**src/rtl/ospi_flash_pkg.sv**
```systemverilog
// Shared opcodes, state encoding and helpers for the OSPI flash storage core.
package ospi_flash_pkg;

    localparam logic [2:0] OP_NOP    = 3'd0;
    localparam logic [2:0] OP_WREN   = 3'd1;
    localparam logic [2:0] OP_WRDI   = 3'd2;
    localparam logic [2:0] OP_READ   = 3'd3;
    localparam logic [2:0] OP_PROG   = 3'd4;
    localparam logic [2:0] OP_SERASE = 3'd5;
    localparam logic [2:0] OP_CERASE = 3'd6;
    localparam logic [2:0] OP_RSVD   = 3'd7;

    typedef enum logic [1:0] {
        ST_IDLE,
        ST_PROG,
        ST_ERASE
    } state_t;

    function automatic int clog2(input int v);
        int r;
        r = 0;
        while ((1 << r) < v) r++;
        return r;
    endfunction

endpackage

```
**src/rtl/ospi_flash_array.sv**
```systemverilog
// Non-volatile word array: synchronous write (program-AND or erase), registered read.
module ospi_flash_array #(
    parameter int DATA_WIDTH = 8,
    parameter int ADDR_WIDTH = 8
) (
    input  logic                  clk,
    input  logic                  we,
    input  logic                  erase,
    input  logic [ADDR_WIDTH-1:0] addr,
    input  logic [DATA_WIDTH-1:0] wdata,
    input  logic                  re,
    output logic [DATA_WIDTH-1:0] rdata
);

    // Stored inverted so the all-zero power-up content of the RAM reads as erased.
    logic [DATA_WIDTH-1:0] mem_n [0:(1 << ADDR_WIDTH)-1];

    always_ff @(posedge clk) begin
        if (we) begin
            mem_n[addr] <= erase ? '0 : (mem_n[addr] | ~wdata);
        end
        if (re) begin
            rdata <= ~mem_n[addr];
        end
    end

endmodule

```
**src/rtl/ospi_flash_core.sv**
```systemverilog
// Flash storage core: command FSM, write-enable latch, timed program and
// sector/chip erase walks in front of the word array.
module ospi_flash_core
    import ospi_flash_pkg::*;
#(
    parameter int DATA_WIDTH   = 8,
    parameter int ADDR_WIDTH   = 8,
    parameter int SECTOR_WORDS = 16,
    parameter int PROG_CYCLES  = 4
) (
    input  logic                  clk,
    input  logic                  reset,
    input  logic                  cmd_valid,
    output logic                  cmd_ready,
    input  logic [2:0]            cmd_op,
    input  logic [ADDR_WIDTH-1:0] cmd_addr,
    input  logic [DATA_WIDTH-1:0] cmd_data,
    output logic                  rd_valid,
    output logic [DATA_WIDTH-1:0] rd_data,
    output logic                  busy,
    output logic                  wel,
    output logic                  err
);

    localparam int ERASE_MAX = 1 << ADDR_WIDTH;
    localparam int CNT_MAX   = (PROG_CYCLES > ERASE_MAX) ? PROG_CYCLES : ERASE_MAX;
    localparam int CW        = clog2(CNT_MAX + 1);

    localparam logic [ADDR_WIDTH-1:0] SECT_MASK = ADDR_WIDTH'(SECTOR_WORDS - 1);

    state_t                state;
    logic [CW-1:0]         cnt;
    logic [ADDR_WIDTH-1:0] addr_q;
    logic [DATA_WIDTH-1:0] data_q;
    logic                  rd_pend;

    logic                  accept;
    logic                  last;
    logic                  arr_we;
    logic                  arr_re;
    logic [ADDR_WIDTH-1:0] arr_addr;
    logic [DATA_WIDTH-1:0] arr_rdata;

    assign cmd_ready = (state == ST_IDLE);
    assign busy      = (state != ST_IDLE);
    assign accept    = cmd_valid && cmd_ready;
    assign last      = (cnt == CW'(1));

    assign arr_we   = (state == ST_ERASE) || ((state == ST_PROG) && last);
    assign arr_re   = accept && (cmd_op == OP_READ);
    assign arr_addr = busy ? addr_q : cmd_addr;

    ospi_flash_array #(
        .DATA_WIDTH(DATA_WIDTH),
        .ADDR_WIDTH(ADDR_WIDTH)
    ) u_array (
        .clk  (clk),
        .we   (arr_we),
        .erase(state == ST_ERASE),
        .addr (arr_addr),
        .wdata(data_q),
        .re   (arr_re),
        .rdata(arr_rdata)
    );

    always_ff @(posedge clk or posedge reset) begin
        if (reset) begin
            state    <= ST_IDLE;
            cnt      <= '0;
            addr_q   <= '0;
            data_q   <= '0;
            wel      <= 1'b0;
            err      <= 1'b0;
            rd_pend  <= 1'b0;
            rd_valid <= 1'b0;
            rd_data  <= '0;
        end else begin
            err      <= 1'b0;
            rd_pend  <= 1'b0;
            rd_valid <= rd_pend;
            if (rd_pend) rd_data <= arr_rdata;

            unique case (state)
                ST_IDLE: begin
                    if (accept) begin
                        unique case (1'b1)
                            cmd_op == OP_WREN: wel <= 1'b1;
                            cmd_op == OP_WRDI: wel <= 1'b0;
                            cmd_op == OP_READ: rd_pend <= 1'b1;
                            cmd_op == OP_PROG: begin
                                if (wel) begin
                                    state  <= ST_PROG;
                                    cnt    <= CW'(PROG_CYCLES);
                                    addr_q <= cmd_addr;
                                    data_q <= cmd_data;
                                end else begin
                                    err <= 1'b1;
                                end
                            end
                            cmd_op == OP_SERASE: begin
                                if (wel) begin
                                    state  <= ST_ERASE;
                                    cnt    <= CW'(SECTOR_WORDS);
                                    addr_q <= cmd_addr & ~SECT_MASK;
                                end else begin
                                    err <= 1'b1;
                                end
                            end
                            cmd_op == OP_CERASE: begin
                                if (wel) begin
                                    state  <= ST_ERASE;
                                    cnt    <= CW'(ERASE_MAX);
                                    addr_q <= '0;
                                end else begin
                                    err <= 1'b1;
                                end
                            end
                            cmd_op == OP_RSVD: err <= 1'b1;
                            default: ;
                        endcase
                    end
                end
                ST_PROG: begin
                    cnt <= cnt - 1'b1;
                    if (last) begin
                        state <= ST_IDLE;
                        wel   <= 1'b0;
                    end
                end
                ST_ERASE: begin
                    cnt    <= cnt - 1'b1;
                    addr_q <= addr_q + 1'b1;
                    if (last) begin
                        state <= ST_IDLE;
                        wel   <= 1'b0;
                    end
                end
                default: state <= ST_IDLE;
            endcase
        end
    end

endmodule

```
**config.mk**
```make
export PLATFORM = sky130hd
export DESIGN_NAME = ospi_flash_core
export DESIGN_NICKNAME = d
export VERILOG_FILES = /design/src/rtl/ospi_flash_pkg.sv /design/src/rtl/ospi_flash_array.sv /design/src/rtl/ospi_flash_core.sv
export SDC_FILE = /design/constraint.sdc
export NUM_CORES = 2
export LEC_CHECK = 0
export ABC_AREA = 0
export ABC_CLOCK_PERIOD_IN_PS = 24900
export BUFFER_PORTS_ARGS = -buffer_cell sky130_fd_sc_hd__buf_4
export CORE_MARGIN = 1.5
export CORE_UTILIZATION = 45
export CTS_BUF_LIST = sky130_fd_sc_hd__clkbuf_4
export DETAILED_ROUTE_END_ITERATION = 10
export PLACE_DENSITY = 0.61
export SLEW_MARGIN = 20
export SYNTH_ARGS = -nofsm -noshare
export SYNTH_HDL_FRONTEND = slang
export SYNTH_SLANG_ARGS = --single-unit
```
**constraint.sdc**
```tcl
create_clock -name clk -period 24.9 [get_ports clk]
set_input_delay 3.735 -clock clk [delete_from_list [all_inputs] [get_ports clk]]
set_output_delay 3.735 -clock clk [all_outputs]
set_load 0.02 [all_outputs]
```
======== Word level (Yosys, flattened, before mapping) ========
Memory sizes are Yosys's and may differ from the RTL's.
Cells that the tools add are included.
storage, ports and cells
  register bits ........................... 47
  bits of input ports ..................... 22
  bits in writable memories ............... 2048
  memories ................................ 1
  logic and storage cells ................. 84
  output and inout bits ................... 13
memory list
  name           depth  width  rd ports  clocked after Yosys merged registers in  wr ports  line                    text
  u_array.mem_n  256    8      1         0                                        1         ospi_flash_array.sv:16  logic [DATA_WIDTH-1:0] mem_n [0:(1 << ADDR_WIDTH)-1];
cells by class
  equality and inequality tests ........... 19
  bitwise gates (word level) .............. 3
  mux-type cells .......................... 33
  reductions and logical operators ........ 16
  add/subtract/negate cells ............... 2
operator list
  operator             count
  $mux 8               6
  $mux 9               4
  $pmux 9 s3           1
  $pmux 8 s3           1
  $pmux 9 s2           1
  $not 8->8            2
  $pmux 8 s2           1
  $eq 3x3->1 const B   4
  $reduce_and 6->1     2
  $mux 1               10
  $eq 9x1->1 const B   1
  $ne 3x3->1 const B   3
  $sub 9x1->9 const B  1
  $add 8x1->8 const B  1
  $mux 2               4
  $or 8x8->8           1
  $pmux 2 s2           2
  $reduce_and 4->1     2
  $eq 3x2->1 const B   2
  $ne 3x2->1 const B   2
  $pmux 1 s2           3
  $reduce_bool 2->1    3
  $reduce_and 5->1     1
  $ne 2x1->1 const B   2
  10 further kinds     13

======== Depth between registers and ports, before layout ========
  depth after elaboration ................. 5
  depth in mapped cells ................... 14

======== Hierarchy ========
From an unflattened synthesis, not the netlist that was laid out.
unflattened totals
  cells, all modules ...................... 4099
  area, all modules ....................... 82292.7 sq um
modules (own cells, without submodules)
  module            area each (sq um)  cells an instance  instances  seq. area each (sq um)
  ospi_flash_array  80055.5            3886               1          61739.2
  ospi_flash_core   2237.1             213                1          975.9

======== Worst setup path after synthesis ========
No wires, ideal clock.
  path type ............................... input-to-reg
  start point ............................. in cmd_addr[0]
  end point ............................... mem u_array.mem_n[0][1], data pin
  path buffers ............................ 3
  slack ................................... 2076 ps
  cell stages on the path ................. 9
  data required time ...................... 21943 ps
  data arrival time ....................... 19867 ps
  path through ............................ mux2i_1 > clkbuf_1 > buf_2 > buf_1 > mux2i_1 > o22ai_1 > nor4_1 > a31oi_1 > o41ai_1
on the way
  word-level cells in the longest chain between the ends .. 4
ends and longest elaborated chain
  item                line                    text
  start: declaration  ospi_flash_core.sv:16   input logic [ADDR_WIDTH-1:0] cmd_addr,
  $mux 8              ospi_flash_core.sv:51   assign arr_addr = busy ? addr_q : cmd_addr;
  $mem_v2 256x8       --
  $or 8x8->8          ospi_flash_array.sv:20  mem_n[addr] <= erase ? '0 : (mem_n[addr] | ~wdata);
  $mux 8              ospi_flash_array.sv:20
  end: declaration    ospi_flash_array.sv:16
Every way passes these cells.

======== Final worst setup path ========
  start point ............................. in cmd_addr[1]
  end point ............................... mem u_array.mem_n[44][5], data pin
The elaborated chain is that of the path after synthesis.

==> reports/summary.md <==
After detailed routing, the average wire length per cell comes to 27.87 um. Time the worst path needs with I/O delays and setup: 9.729 ns. For the first-pass GRT wire length, the log shows 329.6 mm.

On the final layout, the worst hold slack is 0.4801 ns. Setup repair after global routing left no endpoint under its margin. For the worst setup path, the data arrival time is 10.69 ns. The detailed-placement wirelength estimate was 133.4 mm. The signal on the critical path passes through buf_4 -> mux2_8 -> buf_4 -> buf_4 -> buf_4 -> mux4_2 -> nor2_1 -> o41ai_1 -> and4_1 -> nand3_1 -> o41ai_2 -> buf_4 -> buf_4. The logs give 9 for the initial antenna violation count and 82900 sq um for the mapped cell area. On the worst path, the slowest cell contributes a delay of 1.02 ns. In the global route stage, met2 resource usage came out at 37.69%.

The met1 usage was 33.27%; the routability congestion estimate was 0.8673. The worst setup path is captured at a flip-flop. Cell internal power was estimated by the tool at 7581 uW. The total via count in the routed design is 47840, and the maximum fanout along the worst path is 98. In the synthesized netlist, the number of instances is 4966. The run gives 75.65% as the sequential element share of the synthesized area.

The post-synthesis register bit count was 2095; the chip width was 432.2 um. The count of nets left with antenna violations once routing finished came out at 0. In the routed layout, each cell is associated on average with a via count of 5.840.

The logs give 0.2270 mV for the largest vdd supply drop and 2095 for the count of clock tree sinks. The count of input and output buffers came out at 34. The filler cells instantiated in the layout total 15370. The run gives 15.17 ns as the worst setup margin. The growth of design area from synthesis to finish was 11.48%; the share of the clock period used by the worst path after layout was 39.07%. Post-placement worst setup slack: 13.92 ns. For this run, design rule violations remaining after detail routing come to 0. For the effective utilization at floorplan, the log shows 45.28%.

Most frequent cell on the critical path: sky130_fd_sc_hd__buf_4. The dominant synthesized flop cell was sky130_fd_sc_hd__edfxtp_1. The floorplan has 157 rows. Counting instances in the post-synthesis netlist gives the leading cell types as 2056 x sky130_fd_sc_hd__edfxtp_1, 646 x sky130_fd_sc_hd__nand2_1, 382 x sky130_fd_sc_hd__nor2_1, 340 x sky130_fd_sc_hd__mux2i_1, 315 x sky130_fd_sc_hd__nand3_1. The run finished with clean final reports. When the netlist entered floorplanning its net count stood at 4995. The first-pass iteration count of the detailed router was 7; the total leakage power was 0.03067 uW.

The number of H-tree branching levels is 6. The class of the tightest hold or removal check was reg2reg. Per report_power, the combinational group accounts for 32.4% of the total. The number of buffers created by CTS came out at 556. Summed over all layers, the global routing overflow is 0. After clock tree synthesis, the flow added hold-fix buffers numbering 0. For the required arrival time at the worst endpoint, the log shows 25.86 ns. For this block, the initial DRC count from the detailed router was 5591. For this block, the routed nets add up to 228.3 mm of wire.

The floorplan step set the die height to 432.2 um. Synthesis instantiated 69 different standard cells from the library. Max-cap violations in this run came to 0. Number of gates resized after cts: 0. The clock network is responsible for 24.5% of the overall power. The placeable core region is 183100 sq um. In the global route stage, met3 resource usage came out at 5.612%. STA classifies the critical path startpoint as an input port. The global routing stage identified its most utilized layer as met2.

After clock tree synthesis, the clock-pin slew on the worst setup and hold paths is 0.06 ns. The floorplan step defined a die boundary enclosing 186800 sq um. Start-to-end type of the worst setup path: in2reg. The logs give 257 for the maximum number of pins on one net before global-route repair and 102.8 MHz for the maximum operating frequency. No sink is reached through more buffers than the 4 on the longest clock path.

Number of warning messages in the yosys log: 0. Summed over all instances, the cell type with the most area after synthesis is sky130_fd_sc_hd__edfxtp_1. In this run the post-CTS setup repair buffer count came out at 0. The run gives 0 ns as the sum of negative setup slack. The tools report the final-report hold violation count as 0. Among all stages on the critical path, the largest delay is contributed by sky130_fd_sc_hd__o41ai_1. Counting flops with a built-in enable in the synthesized netlist gives 2056. Of the cells placed in the final design, the portion with a size suffix greater than 1 is 22.63%. After synthesis, the share of flip-flops with an asynchronous set or reset is 1.862%. On the critical path the largest part of the delay comes from buffers and inverters.

The transition at the pin with the smallest max-transition slack was 1.127 ns. TritonCTS built the clock tree. The clock latency on the worst-skew pair was 1.39 ns. On the final layout, the worst clock skew is 0.1514 ns. In this run switching power makes up 35.98% of total power. Setup violations remaining at the end of the flow were counted as 0. After synthesis, the cell types taking the most area are sky130_fd_sc_hd__edfxtp_1 74%, sky130_fd_sc_hd__mux4_2 6.1%, sky130_fd_sc_hd__mux2i_1 4.1%, sky130_fd_sc_hd__nand2_1 2.9%, sky130_fd_sc_hd__nand3_1 1.9%. Clock tree synthesis selected as its root buffer the cell sky130_fd_sc_hd__clkbuf_4. Portion of total power attributed to sequential cells: 43.1%. The run gives 4261 uW as the switching power of the nets. In this run the biggest area consumer among cell types represents 74.48% of the synthesized area.

The total routing usage reported by global routing is 24.42%, and the relative slew slack is 23.87%. The combined buffer and inverter count along the critical path was 6; the I/O pin count was 35. The power per standard cell area came out at 128.1 nW/um^2. The leading cell type by number of instances after synthesis is sky130_fd_sc_hd__edfxtp_1. For the final net count, the log shows 5415.

Max-slew violation total from the final report: 0. The mean post-synth cell area is 16.69 sq um, and the number of global-route vias before repair is 47320.
## final timing paths
check / start / endpoint / slack (ns) / depth (start not counted)
worst min register to register: u_array.rdata[7]$_DFFE_PP_ / rd_data[7]$_DFFE_PP0P_ / 0.48 / 1
max in group asynchronous: reset / rd_data[7]$_DFFE_PP0P_ / 21.80 / 3
worst max-delay path: cmd_addr[1] / u_array.mem_n[44][5]$_DFFE_PP_ / 15.17 / 13
min in group asynchronous: reset / data_q[6]$_DFFE_PP0P_ / 2.58 / 3
worst min-delay path: u_array.rdata[7]$_DFFE_PP_ / rd_data[7]$_DFFE_PP0P_ / 0.48 / 1
worst max register to register: state[1]$_DFFE_PP0P_ / u_array.mem_n[44][5]$_DFFE_PP_ / 16.64 / 14
## layout make-up
type	count	area, sq um	share of cell area, %
clock inverters	99	596.8	0.6458
flip-flops and latches	2095	62720	67.86
clock buffers	791	5938	6.426
multi-input cells	2570	18770	20.31
repair buffers	149	1230	1.331
well taps	2464	3083	3.336
diodes	10	25.02	0.02708
inverters	14	52.55	0.05687
## cell families (layout without fill, tap and decap cells)
group / Yosys count / after routing / share of synthesized area [%]
DFF: 2095 / 2095 / 75.65
and+or+nand+nor: 1498 / 1498 / 7.793
muxes: 595 / 595 / 10.82
AOI/OAI and AO/OA: 469 / 469 / 3.544
buffers and inverters: 301 / 1053 / 2.072
adders and majority gates: 7 / 7 / 0.1056
xor gates and xnor gates: 1 / 1 / 0.01057
other: 0 / 10 / 0
## registers in the layout, summed over array words and instances, names as in the netlist
signal and count:
rd_pend 1, rd_valid 1, cnt 9, rd_data 8, addr_q 8, data_q 8
u_array.rdata 8, wel 1, err 1, u_array.mem_n 2048, state 2
## cell usage in the layout (no fill, tap or decap), types with 19 or more instances in the layout
cell type / n
sky130_fd_sc_hd__nor2_1: 363
sky130_fd_sc_hd__buf_4: 138
sky130_fd_sc_hd__nand3_1: 315
sky130_fd_sc_hd__edfxtp_1: 2056
sky130_fd_sc_hd__mux4_2: 224
sky130_fd_sc_hd__a21oi_1: 170
sky130_fd_sc_hd__nand2_1: 641
sky130_fd_sc_hd__clkbuf_4: 791
sky130_fd_sc_hd__a32oi_1: 19
sky130_fd_sc_hd__o21ai_0: 24
sky130_fd_sc_hd__o41ai_1: 22
sky130_fd_sc_hd__nor4_1: 59
sky130_fd_sc_hd__dfrtp_1: 39
sky130_fd_sc_hd__clkinv_1: 67
sky130_fd_sc_hd__o22ai_1: 142
sky130_fd_sc_hd__mux2i_1: 337
## per-layer routing
metal / up-vias / part of all wire (%) / wire length [um]
li1: 20550 / - / -
met1: 24340 / 40 / 91680
met2: 2464 / 47 / 106800
met3: 488 / 8.9 / 20420
met4: 6 / 4.1 / 9378
met5: - / 0.018 / 40
## metrics by stage
step                      area [sq um]  cells  utilization (%)  power (uW)
after CTS                        92340   8181            50.44       11900
final                            92410   8192            50.48       11840
after global routing             92410   8191            50.48       12320
after floorplan                  82900   4966                -        8094
after detailed placement         85810   7291            46.87        9005
after global placement           85780   7291            46.86        8918
## power groups by stage
stage	clock, uW	sequential [uW]	combinational (uW)
floorplan	0	5770	2320
global placement	0	5170	3750
detailed placement	0	5180	3830
CTS	2960	5100	3830
global route	3140	5110	4070
finish	2900	5100	3840
## worst register-to-register path, cell delays in order, from the launching register on
cell,delay [ns]
sky130_fd_sc_hd__dfrtp_1,0.40
sky130_fd_sc_hd__inv_1,0.13
sky130_fd_sc_hd__ha_1,0.42
sky130_fd_sc_hd__mux2_8,0.70
sky130_fd_sc_hd__buf_4,0.82
sky130_fd_sc_hd__buf_4,0.82
sky130_fd_sc_hd__buf_4,0.58
sky130_fd_sc_hd__mux4_2,0.29
sky130_fd_sc_hd__nor2_1,0.05
sky130_fd_sc_hd__o41ai_1,1.02
sky130_fd_sc_hd__and4_1,0.43
sky130_fd_sc_hd__nand3_1,0.32
sky130_fd_sc_hd__o41ai_2,0.61
sky130_fd_sc_hd__buf_4,0.41
sky130_fd_sc_hd__buf_4,0.80
(Power assumes the default switching activity.)
